### src/rtl/control_sequencer_if.sv
// Control bus of the 8-bit computer sequencer: decode inputs (opcode, flags)
// and the per-register strobes that drive the shared tri-state bus.
interface control_sequencer_if #(
  parameter int STEP_W = 3
);
  logic [3:0]        opcode;
  logic              flag_carry;
  logic              flag_zero;
  logic              pc_out, pc_inc, pc_load;
  logic              mar_in, ram_out, ram_in;
  logic              ir_in, ir_out;
  logic              a_in, a_out, b_in;
  logic              alu_out, alu_sub, flags_in;
  logic              out_in;
  logic              halted;
  logic [STEP_W-1:0] step;

  // Sequencer side
  modport master (
    input  opcode, flag_carry, flag_zero,
    output pc_out, pc_inc, pc_load, mar_in, ram_out, ram_in, ir_in, ir_out,
           a_in, a_out, b_in, alu_out, alu_sub, flags_in, out_in, halted, step
  );

  // Datapath side
  modport slave (
    output opcode, flag_carry, flag_zero,
    input  pc_out, pc_inc, pc_load, mar_in, ram_out, ram_in, ir_in, ir_out,
           a_in, a_out, b_in, alu_out, alu_sub, flags_in, out_in, halted, step
  );
endinterface

### src/rtl/control_sequencer.sv
// Microcoded fetch/decode/execute sequencer. Step counter plus run/halt
// state; all strobes are a combinational decode so they hold for the cycle.
module control_sequencer #(
  parameter int STEP_W = 3
) (
  input  logic                  clk,
  input  logic                  reset,
  control_sequencer_if.master   bus
);
  typedef enum logic {S_RUN, S_HALT} state_t;

  typedef struct packed {
    logic pc_out, pc_inc, pc_load;
    logic mar_in, ram_out, ram_in;
    logic ir_in, ir_out;
    logic a_in, a_out, b_in;
    logic alu_out, alu_sub, flags_in;
    logic out_in;
  } ctrl_t;

  localparam logic [STEP_W-1:0] T0 = STEP_W'(0);
  localparam logic [STEP_W-1:0] T1 = STEP_W'(1);
  localparam logic [STEP_W-1:0] T2 = STEP_W'(2);
  localparam logic [STEP_W-1:0] T3 = STEP_W'(3);
  localparam logic [STEP_W-1:0] T4 = STEP_W'(4);

  state_t            state_q, state_d;
  logic [STEP_W-1:0] step_q, step_d;
  ctrl_t             ctl, ctl_o;
  logic              last;

  // State register; reset abandons any instruction and restarts at T0
  always_ff @(posedge clk) begin
    if (reset) begin
      state_q <= S_RUN;
      step_q  <= '0;
    end else begin
      state_q <= state_d;
      step_q  <= step_d;
    end
  end

  // Next-step and strobe decode from (step, opcode, flags, state)
  always_comb begin
    state_d = state_q;
    step_d  = step_q;
    ctl     = '0;
    last    = 1'b0;
    if (state_q == S_RUN) begin
      if (step_q == T0) begin
        ctl.pc_out = 1'b1; ctl.mar_in = 1'b1;
        step_d = T1;
      end else if (step_q == T1) begin
        ctl.ram_out = 1'b1; ctl.ir_in = 1'b1; ctl.pc_inc = 1'b1;
        step_d = T2;
      end else if (step_q == T2 || step_q == T3 || step_q == T4) begin
        // Any step an opcode does not use is unreachable: no strobes, back to T0
        last = 1'b1;
        case (bus.opcode)
          4'h1, 4'h4: begin
            if (step_q == T2) begin
              ctl.ir_out = 1'b1; ctl.mar_in = 1'b1; last = 1'b0;
            end else if (step_q == T3) begin
              if (bus.opcode == 4'h1) begin ctl.ram_out = 1'b1; ctl.a_in = 1'b1; end
              else begin ctl.a_out = 1'b1; ctl.ram_in = 1'b1; end
            end
          end
          4'h2, 4'h3: begin
            if (step_q == T2) begin
              ctl.ir_out = 1'b1; ctl.mar_in = 1'b1; last = 1'b0;
            end else if (step_q == T3) begin
              ctl.ram_out = 1'b1; ctl.b_in = 1'b1;
              ctl.alu_sub = bus.opcode[0]; last = 1'b0;
            end else begin
              ctl.alu_out = 1'b1; ctl.a_in = 1'b1; ctl.flags_in = 1'b1;
              ctl.alu_sub = bus.opcode[0];
            end
          end
          4'h5: if (step_q == T2) begin ctl.ir_out = 1'b1; ctl.a_in = 1'b1; end
          4'h6: if (step_q == T2) begin ctl.ir_out = 1'b1; ctl.pc_load = 1'b1; end
          4'h7: if (step_q == T2 && bus.flag_carry) begin ctl.ir_out = 1'b1; ctl.pc_load = 1'b1; end
          4'h8: if (step_q == T2 && bus.flag_zero) begin ctl.ir_out = 1'b1; ctl.pc_load = 1'b1; end
          4'hE: if (step_q == T2) begin ctl.a_out = 1'b1; ctl.out_in = 1'b1; end
          4'hF: if (step_q == T2) begin state_d = S_HALT; last = 1'b0; end
          default: ;
        endcase
        if (last) step_d = T0;
        else if (state_d == S_RUN) step_d = step_q + T1;
      end else begin
        step_d = T0;
      end
    end
  end

  // Reset overrides every strobe for the cycle it is held
  assign ctl_o = reset ? '0 : ctl;

  assign bus.pc_out   = ctl_o.pc_out;
  assign bus.pc_inc   = ctl_o.pc_inc;
  assign bus.pc_load  = ctl_o.pc_load;
  assign bus.mar_in   = ctl_o.mar_in;
  assign bus.ram_out  = ctl_o.ram_out;
  assign bus.ram_in   = ctl_o.ram_in;
  assign bus.ir_in    = ctl_o.ir_in;
  assign bus.ir_out   = ctl_o.ir_out;
  assign bus.a_in     = ctl_o.a_in;
  assign bus.a_out    = ctl_o.a_out;
  assign bus.b_in     = ctl_o.b_in;
  assign bus.alu_out  = ctl_o.alu_out;
  assign bus.alu_sub  = ctl_o.alu_sub;
  assign bus.flags_in = ctl_o.flags_in;
  assign bus.out_in   = ctl_o.out_in;
  assign bus.halted   = (state_q == S_HALT);
  assign bus.step     = step_q;
endmodule

### src/flat_wrapper.sv
// flat-port wrapper written by rule: the top's interface ports become plain ports
module control_sequencer_flat 
#(
  parameter int STEP_W = 3
)
  (clk, reset, bus_opcode, bus_flag_carry, bus_flag_zero, bus_pc_out, bus_pc_inc, bus_pc_load, bus_mar_in, bus_ram_out, bus_ram_in, bus_ir_in, bus_ir_out, bus_a_in, bus_a_out, bus_b_in, bus_alu_out, bus_alu_sub, bus_flags_in, bus_out_in, bus_halted, bus_step);
  control_sequencer_if #(.STEP_W(STEP_W)) bus_i ();
  input  logic clk;
  input  logic reset;
  input wire logic [$bits(bus_i.opcode)-1:0] bus_opcode;
  input wire logic [$bits(bus_i.flag_carry)-1:0] bus_flag_carry;
  input wire logic [$bits(bus_i.flag_zero)-1:0] bus_flag_zero;
  output wire logic [$bits(bus_i.pc_out)-1:0] bus_pc_out;
  output wire logic [$bits(bus_i.pc_inc)-1:0] bus_pc_inc;
  output wire logic [$bits(bus_i.pc_load)-1:0] bus_pc_load;
  output wire logic [$bits(bus_i.mar_in)-1:0] bus_mar_in;
  output wire logic [$bits(bus_i.ram_out)-1:0] bus_ram_out;
  output wire logic [$bits(bus_i.ram_in)-1:0] bus_ram_in;
  output wire logic [$bits(bus_i.ir_in)-1:0] bus_ir_in;
  output wire logic [$bits(bus_i.ir_out)-1:0] bus_ir_out;
  output wire logic [$bits(bus_i.a_in)-1:0] bus_a_in;
  output wire logic [$bits(bus_i.a_out)-1:0] bus_a_out;
  output wire logic [$bits(bus_i.b_in)-1:0] bus_b_in;
  output wire logic [$bits(bus_i.alu_out)-1:0] bus_alu_out;
  output wire logic [$bits(bus_i.alu_sub)-1:0] bus_alu_sub;
  output wire logic [$bits(bus_i.flags_in)-1:0] bus_flags_in;
  output wire logic [$bits(bus_i.out_in)-1:0] bus_out_in;
  output wire logic [$bits(bus_i.halted)-1:0] bus_halted;
  output wire logic [$bits(bus_i.step)-1:0] bus_step;
  assign bus_i.opcode = bus_opcode;
  assign bus_i.flag_carry = bus_flag_carry;
  assign bus_i.flag_zero = bus_flag_zero;
  assign bus_pc_out = bus_i.pc_out;
  assign bus_pc_inc = bus_i.pc_inc;
  assign bus_pc_load = bus_i.pc_load;
  assign bus_mar_in = bus_i.mar_in;
  assign bus_ram_out = bus_i.ram_out;
  assign bus_ram_in = bus_i.ram_in;
  assign bus_ir_in = bus_i.ir_in;
  assign bus_ir_out = bus_i.ir_out;
  assign bus_a_in = bus_i.a_in;
  assign bus_a_out = bus_i.a_out;
  assign bus_b_in = bus_i.b_in;
  assign bus_alu_out = bus_i.alu_out;
  assign bus_alu_sub = bus_i.alu_sub;
  assign bus_flags_in = bus_i.flags_in;
  assign bus_out_in = bus_i.out_in;
  assign bus_halted = bus_i.halted;
  assign bus_step = bus_i.step;
  control_sequencer #(.STEP_W(STEP_W)) u_core (.clk(clk), .reset(reset), .bus(bus_i));
endmodule
### config.mk
export PLATFORM = sky130hd
export DESIGN_NAME = control_sequencer_flat
export DESIGN_NICKNAME = d
export VERILOG_FILES = /design/src/rtl/control_sequencer_if.sv /design/src/rtl/control_sequencer.sv /design/src/flat_wrapper.sv
export SDC_FILE = /design/constraint.sdc
export NUM_CORES = 1
export LEC_CHECK = 0
export ABC_AREA = 1
export BUFFER_PORTS_ARGS = -buffer_cell sky130_fd_sc_hd__buf_4
export CORE_MARGIN = 5
export CORE_UTILIZATION = 50
export CTS_CLUSTER_DIAMETER = 120
export DETAILED_ROUTE_END_ITERATION = 8
export HOLD_SLACK_MARGIN = 0.06
export PLACE_DENSITY = 0.81
export SETUP_SLACK_MARGIN = 0.4
export SLEW_MARGIN = 0
export SYNTH_ARGS = -nofsm -noshare
export SYNTH_HDL_FRONTEND = slang
export SYNTH_SLANG_ARGS = --single-unit
### constraint.sdc
create_clock -name clk -period 2.7 [get_ports clk]
set_clock_uncertainty 0.1 [all_clocks]
set_input_delay 0.54 -clock clk [delete_from_list [all_inputs] [get_ports clk]]
set_output_delay 0.54 -clock clk [all_outputs]
set_load 0.01 [all_outputs]
# ---- Yosys cells after proc, flatten, opt, wreduce, memory -nomap -nowiden
# Cells that the tools add are included.
dict set report totals {
  regBits 4
  elab_cells 83
  out_inout_bits 19
}
dict set report classes {
  eq_ne 15
  mux 54
  bitwise 1
  n_reduce_logical 10
  n_addsub 1
}
# op n
set op_table {}
lappend op_table {{$mux W1} 30}
lappend op_table {{$mux W15} 2}
lappend op_table {{$eq A4 B3 Y1 const B} 4}
lappend op_table {{$mux W8} 2}
lappend op_table {{$mux W3} 5}
lappend op_table {{$eq A4 B4 Y1 const B} 3}
lappend op_table {{$mux W4} 3}
lappend op_table {{$mux W11} 1}
lappend op_table {{$mux W2} 5}
lappend op_table {{$eq A4 B2 Y1 const B} 2}
lappend op_table {{$eq A3 B2 Y1 const B} 2}
lappend op_table {{$pmux W1 S3} 2}
lappend op_table {{$ne A5 B3 Y1 const B} 1}
lappend op_table {{$reduce_or A5 Y1} 1}
lappend op_table {{$eq A4 B1 Y1 const B} 1}
lappend op_table {{$pmux W1 S2} 2}
lappend op_table {{$pmux W1 S4} 1}
lappend op_table {{$pmux W2 S2} 1}
lappend op_table {{$reduce_or A2 Y1} 2}
lappend op_table {{$add A3 B1 Y3 const B} 1}
lappend op_table {{$eq A3 B1 Y1 const B} 1}
lappend op_table {{$eq A3 B3 Y1 const B} 1}
lappend op_table {{$logic_not A3 Y1} 1}
lappend op_table {{$reduce_or A3 Y1} 1}
lappend op_table {{4 further kinds} 6}

# ---- Depth between registers and ports, before layout
# Gate-level depths: netlist of the first run.
dict set report depth {
  ltp_word 12
  mapped_depth 11
}

# ---- Least setup slack after synthesis of the first run
# Ideal clock, no wire load.
dict set report synth_timing {
  path_kind {reg-to-output}
  from {register u_core.step_q[0], in the netlist u_core.bus.step[0]}
  to {output port bus_flags_in}
  t_arrival_ns 1.596
  n_path_buf 1
  required_time_ns 2.060
  path_slack_ns 0.464
  path_stages_with_launch 11
  cell_sequence {dfxtp_1 > inv_1 > ha_1 > inv_1 > nor2_1 > nor2_1 > inv_1 > nor2_4 > inv_2 > nor2_1 > buf_4}
}
dict set report synth_between {
  elab_chain_len 9
  word_cells_on_any_way 15
}
# element line
set synth_rtl {}
lappend synth_rtl {{start: declaration} control_sequencer.sv:28} ;# logic [STEP_W-1:0] step_q, step_d;
lappend synth_rtl {{start signal: assignment} control_sequencer.sv:39} ;# step_q <= step_d;
lappend synth_rtl {{$eq A3 B2 Y1} {control_sequencer.sv:56, control_sequencer.sv:71}}
lappend synth_rtl {{$mux W1} control_sequencer.sv:71} ;# end else if (step_q == T3) begin
lappend synth_rtl {{$mux W4} control_sequencer.sv:69} ;# if (step_q == T2) begin
lappend synth_rtl {{$mux W4} control_sequencer.sv:59} ;# case (bus.opcode)
lappend synth_rtl {{$mux W8} control_sequencer.sv:56} ;# end else if (step_q == T2 || step_q == T3 || step_q == T4) begin
lappend synth_rtl {{$mux W8} control_sequencer.sv:53} ;# end else if (step_q == T1) begin
lappend synth_rtl {{$mux W11 *} control_sequencer.sv:50} ;# if (step_q == T0) begin
lappend synth_rtl {{$mux W15 *} control_sequencer.sv:49} ;# if (state_q == S_RUN) begin
lappend synth_rtl {{$mux W15 *} control_sequencer.sv:96} ;# assign ctl_o = reset ? '0 : ctl;
lappend synth_rtl {{end: declaration} flat_wrapper.sv:26} ;# output wire logic [$bits(bus_i.flags_in)-1:0] bus_flags_in;
# Every way passes the cells marked *; elsewhere a longest branch is shown, timed or not.

# ---- Worst setup path after layout of the first run
dict set report layout_timing {
  from {input port bus_opcode[3]}
  to {output port bus_a_in}
}
dict set report layout_between {
  elab_chain_len 10
  word_cells_on_any_way 16
}
# element line
set layout_rtl {}
lappend layout_rtl {{start: declaration} flat_wrapper.sv:10} ;# input wire logic [$bits(bus_i.opcode)-1:0] bus_opcode;
lappend layout_rtl {{$eq A4 B1 Y1} {control_sequencer.sv:59, control_sequencer.sv:64}}
lappend layout_rtl {{$mux W1} control_sequencer.sv:64} ;# if (bus.opcode == 4'h1) begin ctl.ram_out = 1'b1; ctl.a_in = 1'b1; end
lappend layout_rtl {{$mux W2} control_sequencer.sv:63} ;# end else if (step_q == T3) begin
lappend layout_rtl {{$mux W2} control_sequencer.sv:61} ;# if (step_q == T2) begin
lappend layout_rtl {{$pmux W1 S3 *} control_sequencer.sv:59}
lappend layout_rtl {{$mux W8 *} control_sequencer.sv:56}
lappend layout_rtl {{$mux W8 *} control_sequencer.sv:53}
lappend layout_rtl {{$mux W11 *} control_sequencer.sv:50}
lappend layout_rtl {{$mux W15 *} control_sequencer.sv:49}
lappend layout_rtl {{$mux W15 *} control_sequencer.sv:96}
lappend layout_rtl {{end: declaration} flat_wrapper.sv:21} ;# output wire logic [$bits(bus_i.a_in)-1:0] bus_a_in;
# Marks and branches as above.

==> out/results.txt, run 1 <==
The run finished with clean final reports. The worst hold path was traced through 2 stages. The starting density of the core is 53.5%. The via count of the first global-routing pass is 840, and the final global-route overflow total is 0.

The finished layout holds 171 standard cells, fillers aside. Leaving out fill and tap cells, the most frequent cell in the layout is sky130_fd_sc_hd__buf_4. Summed over all cells, the static leakage comes to 0.550 nW. The number of endpoints with negative hold slack in the final report is 0. For hold timing, the worst endpoint is u_core.bus.step[1].

The floorplan step set the die width to 47.3 um. Dividing total power by cell area gives a power density of 274 mW/mm^2. Clock tree synthesis inserted a total of 3 buffers. In the final routed layout, each cell accounts on average for 18.9 um.

The tools report the setup slack of the most critical reg-to-reg path as 1.04 ns. Yosys mapped the design onto 27 distinct sky130hd cell types. The mapped netlist covers 696 um^2.

The endpoint type of the worst setup path is a primary output. The final period demand of the worst path came out at 2.44 ns. In the finished design, the share of the clock period the worst path needs comes to 90.3%. The critical path startpoint category is a primary input.

The floorplan step defined a die boundary enclosing 0.00224 mm^2. The critical path goes through buf_4, nor2_4, nand2_2, inv_1, nand3_2, o21ai_0, nor2_1, nor2_1, buf_4. Based on the critical path, the design can be clocked at up to 410 MHz. Total negative slack: 0 ns. Counting tap cells, the placed design contains a total of 151 instances. The net count of the finished layout is 172.

Port buffering added 26 buffers. The first-pass iteration count of the detailed router was 4. Count of yosys warnings during synthesis: 0. Setup slack closes at 0.261 ns.

The via density per instance works out to 6.20. The first global-routing pass estimated 3530 um of wire. The number of fillers in the final layout was 48.

Leaving out fill and tap cells, the most frequent cells in the layout are sky130_fd_sc_hd__buf_4, sky130_fd_sc_hd__nor2_1, sky130_fd_sc_hd__inv_1, sky130_fd_sc_hd__nand2_1, sky130_fd_sc_hd__nand2_2. The wire length after detailed routing came out at 3230 um. The post-synthesis to final-layout area growth is 75.4%, and the flop and latch count out of synthesis is 4. Setup repair after global routing could not meet its margin everywhere. The aggregate global-route resource usage is 22.2%, and the worst setup timing slack at the placement stage is 0.362 ns. For the post-DP HPWL, the log shows 1550 um. The logs give 1.80 ns for the data arrival time of the critical path and 0.857 for the weighted congestion at the end of routability-driven global placement. The largest net degree at the start of global routing was 9. The setup path with the least slack is of type primary input to primary output. Number of slew-limit violations in the final report: 0. The run gives 1060 as the total number of vias.

Counting along the longest clock path gives a buffer depth of 2. The slowest cell on the critical path was sky130_fd_sc_hd__nor2_4. The clock network latency to the later pin of the worst-skew pair was 0.24 ns; the average cell area after synthesis was 6.21 um^2.

The part of the Yosys area used for sequential elements came out at 11.5%. The initial antenna violation count is 0. The die is 47.3 um tall.

The number of buffers and inverters on the critical path is 3. The tools report the placeable core area as 0.00130 mm^2. The run gives 338 uV as the peak supply drop.

The worst pin sits at a relative slew slack of 82.1%. The root buffer cell was sky130_fd_sc_hd__clkbuf_4. The H-tree level count is 1, and the transition time of the tightest slew-check pin is 0.266 ns. The top fanout value on the critical path came out at 5.

The cell family contributing the most delay on the critical path is simple AND/OR/NAND/NOR gates. The DRC violations left is 0. TritonCTS built the clock tree. The synthesized instance count was 112. Measured in cells, the most critical reg-to-reg path has a length of 12. In this run, the number of DRC markers left after iteration 0 of detailed routing was 59.

The worst hold path begins at reset. For the count of final setup violators, the log shows 0. Across the run, the number of max-cap violations was 0.

Net count of the mapped netlist: 126. For the data required time of the worst path, the log shows 2.06 ns. The worst flop-to-flop path startpoint is u_core.bus.step[2].

The number of top-level design ports was 27. The endpoint identified for the worst register-to-register timing path is u_core.bus.step[1]. The count of nets left with antenna violations once routing finished came out at 0. The longest individual stage delay on the worst path came out at 0.17 ns. Type of the tightest min-delay check: primary input to flip-flop.

The logs give 13 for the total number of placement rows and 0 for the total inserted antenna cells. Cells with a size suffix above 1 make up 64.1% of the layout. After clock tree synthesis, the clock-pin slew on the worst setup and hold paths is 0.04 ns. Clock tree synthesis found a total of 4 sinks.
[cell usage after synthesis]
cell                        n  area share, %
sky130_fd_sc_hd__inv_1     16            8.6
sky130_fd_sc_hd__nor2_1    16            8.6
sky130_fd_sc_hd__nand2_1   12            6.5
sky130_fd_sc_hd__inv_2      8            4.3
sky130_fd_sc_hd__nand2_2    8            7.2
sky130_fd_sc_hd__ha_1       6             11
sky130_fd_sc_hd__nand3_1    5            3.6
sky130_fd_sc_hd__dfxtp_1    4             12
sky130_fd_sc_hd__nand3_2    4            5.8
sky130_fd_sc_hd__nand4_1    4            3.6
sky130_fd_sc_hd__nor2_2     4            3.6
sky130_fd_sc_hd__a21oi_1    3            2.2
sky130_fd_sc_hd__nor3_1     3            2.2
sky130_fd_sc_hd__o21ai_0    3            2.2
sky130_fd_sc_hd__a21oi_2    2            2.5
sky130_fd_sc_hd__buf_4      2            2.2
sky130_fd_sc_hd__o21ai_1    2            1.4
sky130_fd_sc_hd__a31o_1     1            1.3
sky130_fd_sc_hd__and2_1     1           0.90
sky130_fd_sc_hd__nand2_4    1            1.6
sky130_fd_sc_hd__nand4_2    1            1.8
sky130_fd_sc_hd__nor2_4     1            1.6
sky130_fd_sc_hd__nor3_2     1            1.4
sky130_fd_sc_hd__nor4_1     1           0.90
sky130_fd_sc_hd__o211ai_2   1            1.8
sky130_fd_sc_hd__o21a_1     1            1.1
sky130_fd_sc_hd__o22ai_1    1           0.90
[cells by family after synthesis]
family	count (synthesis)	synth area share [%]
compound gates	14	13.3
simple gates	62	49.3
fa+ha+maj	6	10.8
buf+inv	26	15.1
flops	4	11.5
[where the power goes]
part	leakage [nW]	total, mW	switching, mW	internal (mW)
Sequential	0.0347	0.0695	0.00740	0.0621
Combinational	0.501	0.190	0.108	0.0822
Clock	0.0138	0.0747	0.0249	0.0497
[worst reg2reg max path: cells and delay by family (launching register included)]
kind | cells | cell delay, ns
AND/OR/NAND/NOR | 6 | 0.51
buffers and inverters | 5 | 0.52
flip-flops | 1 | 0.36
AO/OA/AOI/OAI | 1 | 0.05
[area by class of cell]
type	instances	area, um^2	share of cell area [%]
Tap cell	15	18.8	1.54
Multi-Input combinational cell	82	649	53.2
Inverter	24	108	8.82
Clock buffer	3	22.5	1.85
Timing Repair Buffer	43	330	27.1
Sequential cell	4	91.3	7.49
[registers in the layout, summed over array words and instances (netlist names)]
| name | flops |
|---|---|
| u_core.bus.step | 3 |
| u_core.bus.halted | 1 |
[how the worst max path moves through the flow]
stage,from,end,slack [ns],cells past startpoint
final,bus_opcode[3],bus_a_in,0.26,9
after global routing,bus_opcode[3],bus_a_in,0.21,9
after CTS,u_core.bus.step[0],bus_ir_out,0.33,10
after detailed placement,u_core.bus.step[0],bus_ir_out,0.36,11
after global placement,u_core.bus.step[0],bus_ir_out,0.42,11
after floorplan,u_core.bus.step[0],bus_flags_in,0.46,10
[timing repair]
item,CTS,global route
pin swaps,8,10
hold buffers,0,0
setup buffers,8,9
setup endpoints to repair,12,9
gates resized for setup,25,21
[layer usage]
layer | vias to the layer above | routed length (um) | GRT usage [%]
met5 | - | 0 | 0
met2 | 107 | 1450 | 36.9
met4 | 0 | 276 | 9.39
li1 | 453 | - | -
met3 | 42 | 368 | 6.13
met1 | 458 | 1140 | 26.4
[metrics by stage]
step / total power [mW] / utilization (%) / hold slack [ns] / cell area (um^2)
6_report: 0.334 / 93.8 / 0.398 / 1220
5_1_grt: 0.355 / 93.8 / 0.399 / 1220
4_1_cts: 0.285 / 81.3 / 0.392 / 1060
3_5_place_dp: 0.182 / 68.8 / 0.433 / 895
3_3_place_gp: 0.180 / 68.8 / 0.422 / 895
2_1_floorplan: 0.142 / - / 0.436 / 696
Power figures use the tool's default switching activity.
==> run 2: changes to the inputs <==
--- a/config.mk
+++ b/config.mk
@@ -8,11 +8,11 @@
 export ABC_AREA = 1
 export BUFFER_PORTS_ARGS = -buffer_cell sky130_fd_sc_hd__buf_4
 export CORE_MARGIN = 5
-export CORE_UTILIZATION = 50
+export CORE_UTILIZATION = 32
 export CTS_CLUSTER_DIAMETER = 120
 export DETAILED_ROUTE_END_ITERATION = 8
 export HOLD_SLACK_MARGIN = 0.06
-export PLACE_DENSITY = 0.81
+export PLACE_DENSITY = 0.55
 export SETUP_SLACK_MARGIN = 0.4
 export SLEW_MARGIN = 0
 export SYNTH_ARGS = -nofsm -noshare
==> run 2 against run 1 <==
Net effect: maximum frequency rose by 4.9%; die area increased by 43%; largest power group unchanged; non-clock buffer count fell by 10; sequential power barely moved; hold slack lost 0.0072 ns; final area is 9.9% lower; power fell by 12%.
==> out/results.txt, run 2 (same netlist as run 1, synthesis figures left out) <==
The worst hold path terminates at u_core.bus.step[1]. Number of slew-limit violations in the final report: 0 (unchanged). The worst setup path is captured at a primary output. The logs give 0 (unchanged) for the count of final setup violators and 34.4% (-19 points) for the starting density of the core. The tightest min-delay check is of the primary input to flip-flop type. The run gives 1.24 ns (+0.20 ns) as the setup slack of the most critical reg-to-reg path. The clock-pin slew on the worst setup and hold paths came out at 0.04 ns (about the same). The number of endpoints with negative hold slack in the final report came out at 0 (unchanged). For the data required time of the worst path, the log shows 2.06 ns (about the same). The aggregate global-route resource usage came out at 12.4% (-9.8 points).

The total negative slack came out at 0 ns (unchanged). The maximum count of clock buffers along a single path is 2 (unchanged). The run gives 0.495 nW (-10%) as the cell leakage power. Data arrival time of the critical path: 1.69 ns (-0.11 ns).

The worst hold path begins at reset. Traced cell by cell, the critical path runs through inv_4, ha_4, inv_4, nor2_4, nor2_2, inv_2, nor2_4, inv_2, o21a_1, nor2_1, buf_4. The cell depth of the worst hold path was 2 (unchanged).

The number of fillers in the final layout is 206 (+330%), and the average wire per cell in the routed design is 10.9 um (-42%). TritonCTS built the clock tree. The final period demand of the worst path came out at 2.33 ns (-0.113 ns).

The run gives 430 MHz (+4.9%) as the maximum clock rate. The logs give 4 (unchanged) for the number of clock sinks seen by CTS and 299 uV (-12%) for the peak supply drop. First-pass iteration count of the detailed router: 4 (unchanged). In the layout the commonest cells are sky130_fd_sc_hd__buf_4, sky130_fd_sc_hd__inv_1, sky130_fd_sc_hd__nand2_1, sky130_fd_sc_hd__nor2_1. The initial antenna violation count is 0 (unchanged), and the final worst-path cycle share is 86.1% (-4.2 points). The critical path in this run is classified as flip-flop to primary output.

The die span in y came out at 56.6 um (+20%). The run finished with clean final reports. The count of routing violations after the opening detailed-route iteration was 16 (-73%). Via count of the first global-routing pass: 788 (-6.2%). The global-route wire length before repair is 3350 um (-4.9%), and the die width is 56.6 um (+20%). The endpoint of the worst-slack reg-to-reg timing path was u_core.bus.step[1]. The run gives 1880 um (-42%) as the wire length after detailed routing. The final design utilization is 54.3% (-39 points). The remaining antenna violation count after routing was 0 (unchanged). The worst register-to-register path begins at u_core.bus.step[0]. The final global-route overflow total is 0 (unchanged), and the footprint of the flip-flops and latches is 88.8 um^2 (-2.7%). The slowest cell on the critical path was sky130_fd_sc_hd__dfxtp_4. Number of top-level design ports: 27 (unchanged). The library cell used most frequently in the layout, excluding fill and tap cells, is sky130_fd_sc_hd__buf_4. The tools report the total inserted antenna cells as 0 (unchanged). The weighted congestion at the end of routability-driven global placement is 0.781 (-8.8%). The cell sitting at the root of the clock tree is a sky130_fd_sc_hd__clkbuf_4.

The area of the die came out at 0.00321 mm^2 (+43%). The power density normalized to cell area is 268 mW/mm^2 (-2.3%). The max-cap check violation count was 0 (unchanged). The logs give 1 (unchanged) for the H-tree level count and 602 um^2 (-7.3%) for the area of combinational cells with multiple inputs.

The worst slew margin relative to its limit was 83.3% (+1.2 points). The share of layout cells above drive strength 1 is 59.6% (-4.5 points). Setup repair after global routing could not meet its margin everywhere. Relative to the synthesized area, the layout overhead comes to 57.9%. Top fanout value on the critical path: 6 (+1).

The post-DP HPWL is 1500 um (-3.3%). The via density per instance is 4.66 (-25%). The run gives 0 (unchanged) as the DRC violations left. The tools report the total number of placement rows as 16 (+3).

The clock network latency to the later pin of the worst-skew pair is 0.23 ns (about the same), and the transition time of the tightest slew-check pin is 0.249 ns (-0.0172 ns). The longest individual stage delay on the worst path came out at 0.39 ns (+0.22 ns). For the net count of the finished layout, the log shows 162 (-5.8%). The largest net degree at the start of global routing was 9 (unchanged). The tools report the total number of vias as 807 (-24%). Number of port buffers: 26 (unchanged). Critical path startpoint category: a flip-flop.

The length in cells of the worst reg-to-reg path is 11 (-1). The TritonCTS buffer count is 3 (unchanged). The flip-flop count of the largest register, all copies and words added is 3 (unchanged), and the placeable core area is 0.00202 mm^2 (+55%).
-- run 2: area by class of cell --
cell class | count | area share, %
clock buffers | 3 | 2.05
flip-flops and latches | 4 | 8.09
well taps | 27 | 3.08
repair buffers | 33 | 22.9
multi-input cells | 82 | 54.8
inverters | 24 | 9.11
-- run 2: worst max-delay path by stage --
| stage | from | endpoint | slack, ns | depth (start not counted) |
|---|---|---|---|---|
| finish | u_core.bus.step[1] | bus_ir_out | 0.37 | 11 |
| global route | u_core.bus.step[1] | bus_ir_out | 0.28 | 11 |
| CTS | u_core.bus.step[1] | bus_ir_out | 0.35 | 10 |
| detailed placement | u_core.bus.step[0] | bus_ir_out | 0.38 | 11 |
| global placement | u_core.bus.step[0] | bus_ir_out | 0.39 | 11 |
| floorplan | u_core.bus.step[0] | bus_flags_in | 0.46 | 10 |
-- run 2: per-layer routing --
layer | routed length [um] | up-vias | global-route usage, %
met4 | 0 | 0 | 1.02
met1 | 848 | 364 | 16.3
met2 | 911 | 17 | 20.8
met5 | 0 | - | 0
met3 | 121 | 0 | 3.44
li1 | - | 426 | -
-- run 2: metrics by stage --
| step | cells | worst slack, ns | hold WS [ns] | area, um^2 | power, mW |
|---|---|---|---|---|---|
| floorplan | 112 | 0.464 | 0.436 | 696 | 0.142 |
| global placement | 163 | 0.386 | 0.424 | 910 | 0.183 |
| detailed placement | 163 | 0.379 | 0.430 | 910 | 0.182 |
| CTS | 172 | 0.347 | 0.386 | 1060 | 0.283 |
| global route | 173 | 0.279 | 0.390 | 1100 | 0.316 |
| finish | 173 | 0.375 | 0.391 | 1100 | 0.294 |
-- run 2: worst max-delay path, delay by kind of cell (launching register included) --
family,cells,cell delay [ns]
buffers and inverters,5,0.37
and+or+nand+nor,4,0.36
adders and majority gates,1,0.16
DFF,1,0.39
AOI/OAI and AO/OA,1,0.18
-- run 2: report_power, final --
part           total [mW]  switching [mW]  internal, mW
sequential         0.0693         0.00629        0.0630
combinational       0.150          0.0852        0.0648
clock              0.0749          0.0251        0.0498
-- run 2: timing repair --
| action | CTS | global route |
|---|---|---|
| pin swaps | 8 | 7 |
| resized for setup | 26 | 8 |
| setup endpoints to repair | 12 | 9 |
| buffers inserted | 6 | 1 |
| hold buffers | 0 | 0 |
==> run 3: changes to the inputs <==
--- a/config.mk
+++ b/config.mk
@@ -5,15 +5,16 @@
 export SDC_FILE = /design/constraint.sdc
 export NUM_CORES = 1
 export LEC_CHECK = 0
-export ABC_AREA = 1
 export BUFFER_PORTS_ARGS = -buffer_cell sky130_fd_sc_hd__buf_4
+export CELL_PAD_IN_SITES_DETAIL_PLACEMENT = 1
+export CELL_PAD_IN_SITES_GLOBAL_PLACEMENT = 2
+export CORE_ASPECT_RATIO = 0.5
 export CORE_MARGIN = 5
-export CORE_UTILIZATION = 32
+export CORE_UTILIZATION = 28
 export CTS_CLUSTER_DIAMETER = 120
 export DETAILED_ROUTE_END_ITERATION = 8
 export HOLD_SLACK_MARGIN = 0.06
-export PLACE_DENSITY = 0.55
-export SETUP_SLACK_MARGIN = 0.4
+export PLACE_DENSITY = 0.81
 export SLEW_MARGIN = 0
 export SYNTH_ARGS = -nofsm -noshare
 export SYNTH_HDL_FRONTEND = slang
==> run 3 against run 2 <==
Net effect: power shrank 2.0%; final area shrank 3.5%; clock power grew 66%; cell count shrank 6.9%; sequential share of layout area shrank 0.29 points; global-route usage shrank 0.36 points; die area grew 21%; sequential power shrank 7.2%; utilization shrank 13 points; combinational power shrank 33%; first-iteration DRC count grew 75%; worst setup slack lost 0.26 ns; largest cell class unchanged; largest power group is now clock.
==> out/results.txt, run 3 <==
The net count of the finished layout is 140 (-14%), and the area of the die is 0.00390 mm^2 (+21%). Summed over all instances, the cell type with the most area after synthesis is sky130_fd_sc_hd__dfxtp_1. The aggregate global-route resource usage was 12.0% (-0.36 points); the count of routing violations after the opening detailed-route iteration was 28 (+12). The part of the Yosys area used for sequential elements was 10.6% (-0.90 points).

The number of buffers and inverters on the critical path was 1 (-4). Leaving out fill and tap cells, the most frequent cell in the layout is sky130_fd_sc_hd__buf_4. The maximum count of clock buffers along a single path is 2 (unchanged). The clock-pin slew on the worst setup and hold paths came out at 0.03 ns (about the same).

For the number of clock sinks seen by CTS, the log shows 4 (unchanged). The tools report the clock network latency to the later pin of the worst-skew pair as 0.21 ns (-0.02 ns). The run gives 13 (-3) as the total number of placement rows. For this run, the leading register cell type out of synthesis is sky130_fd_sc_hd__dfxtp_1. The tools report the detailed-route wire length on metal 1 as 1210 um (+42%).

The cell type group with the largest total delay on the critical path was simple AND/OR/NAND/NOR gates. The area growth from synthesis to layout is 40.5%. The total negative slack is 0 ns (unchanged), and the cell leakage power is 0.436 nW (-12%). The wire length after detailed routing is 2410 um (+28%), and the final global-route overflow total is 0 (unchanged). Top fanout value on the critical path: 6 (unchanged). The mapped cell area came out at 754 um^2 (+8.5%). Type of the tightest min-delay check: primary input to flip-flop.

The total inserted antenna cells was 0 (unchanged); the average wire per cell in the routed design was 15.0 um (+38%). The tools report the number of endpoints with negative hold slack in the final report as 0 (unchanged). Power density normalized to cell area: 272 mW/mm^2 (+1.6%). The tools report the met3 wirelength from detailed routing as 102 um (-16%).

In this run the worst setup path terminates at bus_ram_in. The placeable core area was 0.00259 mm^2 (+28%). The run gives 387 MHz (-10%) as the maximum clock rate. Root buffer cell: sky130_fd_sc_hd__clkbuf_8. Worst hold slack across all endpoints: 0.471 ns (+0.0798 ns).

The critical path goes through ha_2, ha_4, o21ba_2, o2111ai_4, or2_1, nor4_2, buf_4. The logs give 3 (unchanged) for the TritonCTS buffer count and 0 (unchanged) for the count of hold buffers inserted by post-cts repair. For the via count of the first global-routing pass, the log shows 797 (+1.1%). The number of port buffers was 26 (unchanged); the first-pass iteration count of the detailed router was 4 (unchanged). The global-route wire length before repair is 3760 um (+12%).

The die width works out to 83.4 um (+47%). The met2 layer wire length in the routed design is 1070 um (+17%). The endpoint of the worst-slack reg-to-reg timing path is u_core.bus.step[1]. TritonCTS built the clock tree. The tools report the final non-filler cell area as 0.00106 mm^2 (-3.5%). The average cell area after synthesis works out to 7.70 um^2 (+24%). The tools report the total number of vias as 838 (+3.8%). Starting density of the core: 29.2% (-5.2 points).

For the data required time of the worst path, the log shows 2.06 ns (about the same). The die span in y was 46.7 um (-18%). The peak supply drop was 381 uV (+27%). The run gives 0 (unchanged) as the max-cap check violation count. The flow ran to the end, and the final reports show no timing, DRC or antenna violations. The critical path startpoint category was a flip-flop. The number of top-level design ports was 27 (unchanged); the length in cells of the worst reg-to-reg path was 7 (-4). The H-tree level count was 1 (unchanged). The data arrival time of the critical path was 1.94 ns (+0.25 ns); the transition time of the tightest slew-check pin was 0.348 ns (+0.0995 ns).

The run gives 0 (unchanged) as the DRC violations left. The remaining antenna violation count after routing is 0 (unchanged). The worst flop-to-flop path startpoint was u_core.bus.step[0].

The number of library cell types mapped by synthesis came out at 45 (+67%). The cell area after placement was 951 um^2 (+4.5%); the worst slew margin relative to its limit was 76.7% (-6.6 points). The slowest stage of the critical path belongs to the cell sky130_fd_sc_hd__dfxtp_2. The fraction of registers with async set or reset after synthesis works out to 0% (unchanged). STA classifies the critical path endpoint as a primary output. The count of flip-flops with a built-in enable after synthesis is 0 (unchanged).

The total stage count of the critical path is 7 (-4), and the net count of the mapped netlist is 112 (-11%). The run gives 0.86 ns (-0.38 ns) as the setup slack of the most critical reg-to-reg path. The worst setup path is of the flip-flop to primary output kind.

The highest metal layer carrying signal wires in the routed design is met4. For the count of final setup violators, the log shows 0 (unchanged). For the number of slew-limit violations in the final report, the log shows 0 (unchanged). The initial antenna violation count is 0 (unchanged), and the final worst-path cycle share is 95.7% (+9.5 points).

The most common cell in the synthesized netlist is sky130_fd_sc_hd__nor3_1. The synthesized instance count is 98 (-13%). The flop and latch count out of synthesis works out to 4 (unchanged).

In this run the worst setup path begins at u_core.bus.step[0]. For the post-DP HPWL, the log shows 1800 um (+20%). After synthesis, the most frequently instantiated cells are sky130_fd_sc_hd__nor3_1, sky130_fd_sc_hd__inv_1, sky130_fd_sc_hd__ha_1.

The final period demand of the worst path is 2.58 ns (+0.257 ns). The longest individual stage delay on the worst path is 0.35 ns (-0.04 ns), and the via density per instance is 5.20 (+12%). The weighted congestion at the end of routability-driven global placement came out at 0.802 (+2.6%). The flip-flop count of the largest register, all copies and words added came out at 3 (unchanged). By area the synthesized netlist is led by sky130_fd_sc_hd__dfxtp_1, sky130_fd_sc_hd__ha_1, sky130_fd_sc_hd__nor3_1. The share of layout cells above drive strength 1 was 39.5% (-20 points). The largest net degree at the start of global routing was 15 (+6); the count of yosys warnings during synthesis was 0 (unchanged). In the layout the commonest cells are sky130_fd_sc_hd__buf_4, sky130_fd_sc_hd__nor3_1, sky130_fd_sc_hd__inv_1, sky130_fd_sc_hd__nand2_1, sky130_fd_sc_hd__nor2_1. The top cell type's share of synthesized area came out at 10.6% (-0.90 points).
==> run 3: worst register-to-register path, cell delays in order (launching register included) <==
cell and delay, ns:
sky130_fd_sc_hd__dfxtp_2 0.33, sky130_fd_sc_hd__inv_1 0.12, sky130_fd_sc_hd__ha_1 0.20, sky130_fd_sc_hd__or2b_4 0.30
sky130_fd_sc_hd__buf_4 0.15, sky130_fd_sc_hd__nand2_1 0.15, sky130_fd_sc_hd__nor4bb_1 0.08, sky130_fd_sc_hd__a211o_1 0.29
==> run 3: how the worst min path moves through the flow <==
stage                       startpoint                  to  slack [ns]  cells past startpoint
global placement    u_core.bus.step[0]  u_core.bus.step[0]        0.60                      3
detailed placement  u_core.bus.step[0]  u_core.bus.step[0]        0.60                      3
finish                           reset   u_core.bus.halted        0.47                      2
CTS                              reset   u_core.bus.halted        0.46                      2
global route                     reset   u_core.bus.halted        0.47                      2
floorplan                        reset   u_core.bus.halted        0.52                      1
==> run 3: final cells by class <==
type	instances	area, um^2
Fill cell	321	1530
Multi-Input combinational cell	78	623
Timing Repair Buffer	32	240
Sequential cell	4	82.6
Tap cell	37	46.3
Clock buffer	3	41.3
Inverter	7	26.3
==> run 3: cell families (layout without fill, tap and decap cells) <==
kind of cell,count (synthesis),count (layout),synth area share [%]
adders and majority gates,6,6,9.95
DFF,4,4,10.6
muxes,1,1,1.33
xor gates and xnor gates,1,1,1.16
buffers and inverters,16,42,12.4
and+or+nand+nor,46,46,38.5
AOI/OAI and AO/OA,24,24,26.0
==> run 3: per-stage QoR <==
stage	worst slack (ns)	std cells	power, mW	util, %
floorplan	0.163	98	0.124	-
global placement	0.237	155	0.156	36.8
detailed placement	0.175	155	0.156	36.8
CTS	0.00463	158	0.285	39.4
global route	-0.00117	161	0.305	41.0
finish	0.117	161	0.288	41.0
==> run 3: power by group <==
part           internal, mW  switching (mW)
Sequential           0.0620         0.00226
Combinational        0.0451          0.0551
Clock                0.0948          0.0288
==> run 3: timing repair <==
action	in CTS	in global routing
pin swaps	1	2
resized for setup	4	6
buffers inserted	0	3
setup endpoints to repair	4	6
==> run 3: layer usage <==
metal  vias to the layer above  global-route usage (%)
met2                        16                    18.8
met5                         -                       0
met3                         4                    2.86
li1                        416                       -
met1                       402                    16.7
met4                         0                    3.85
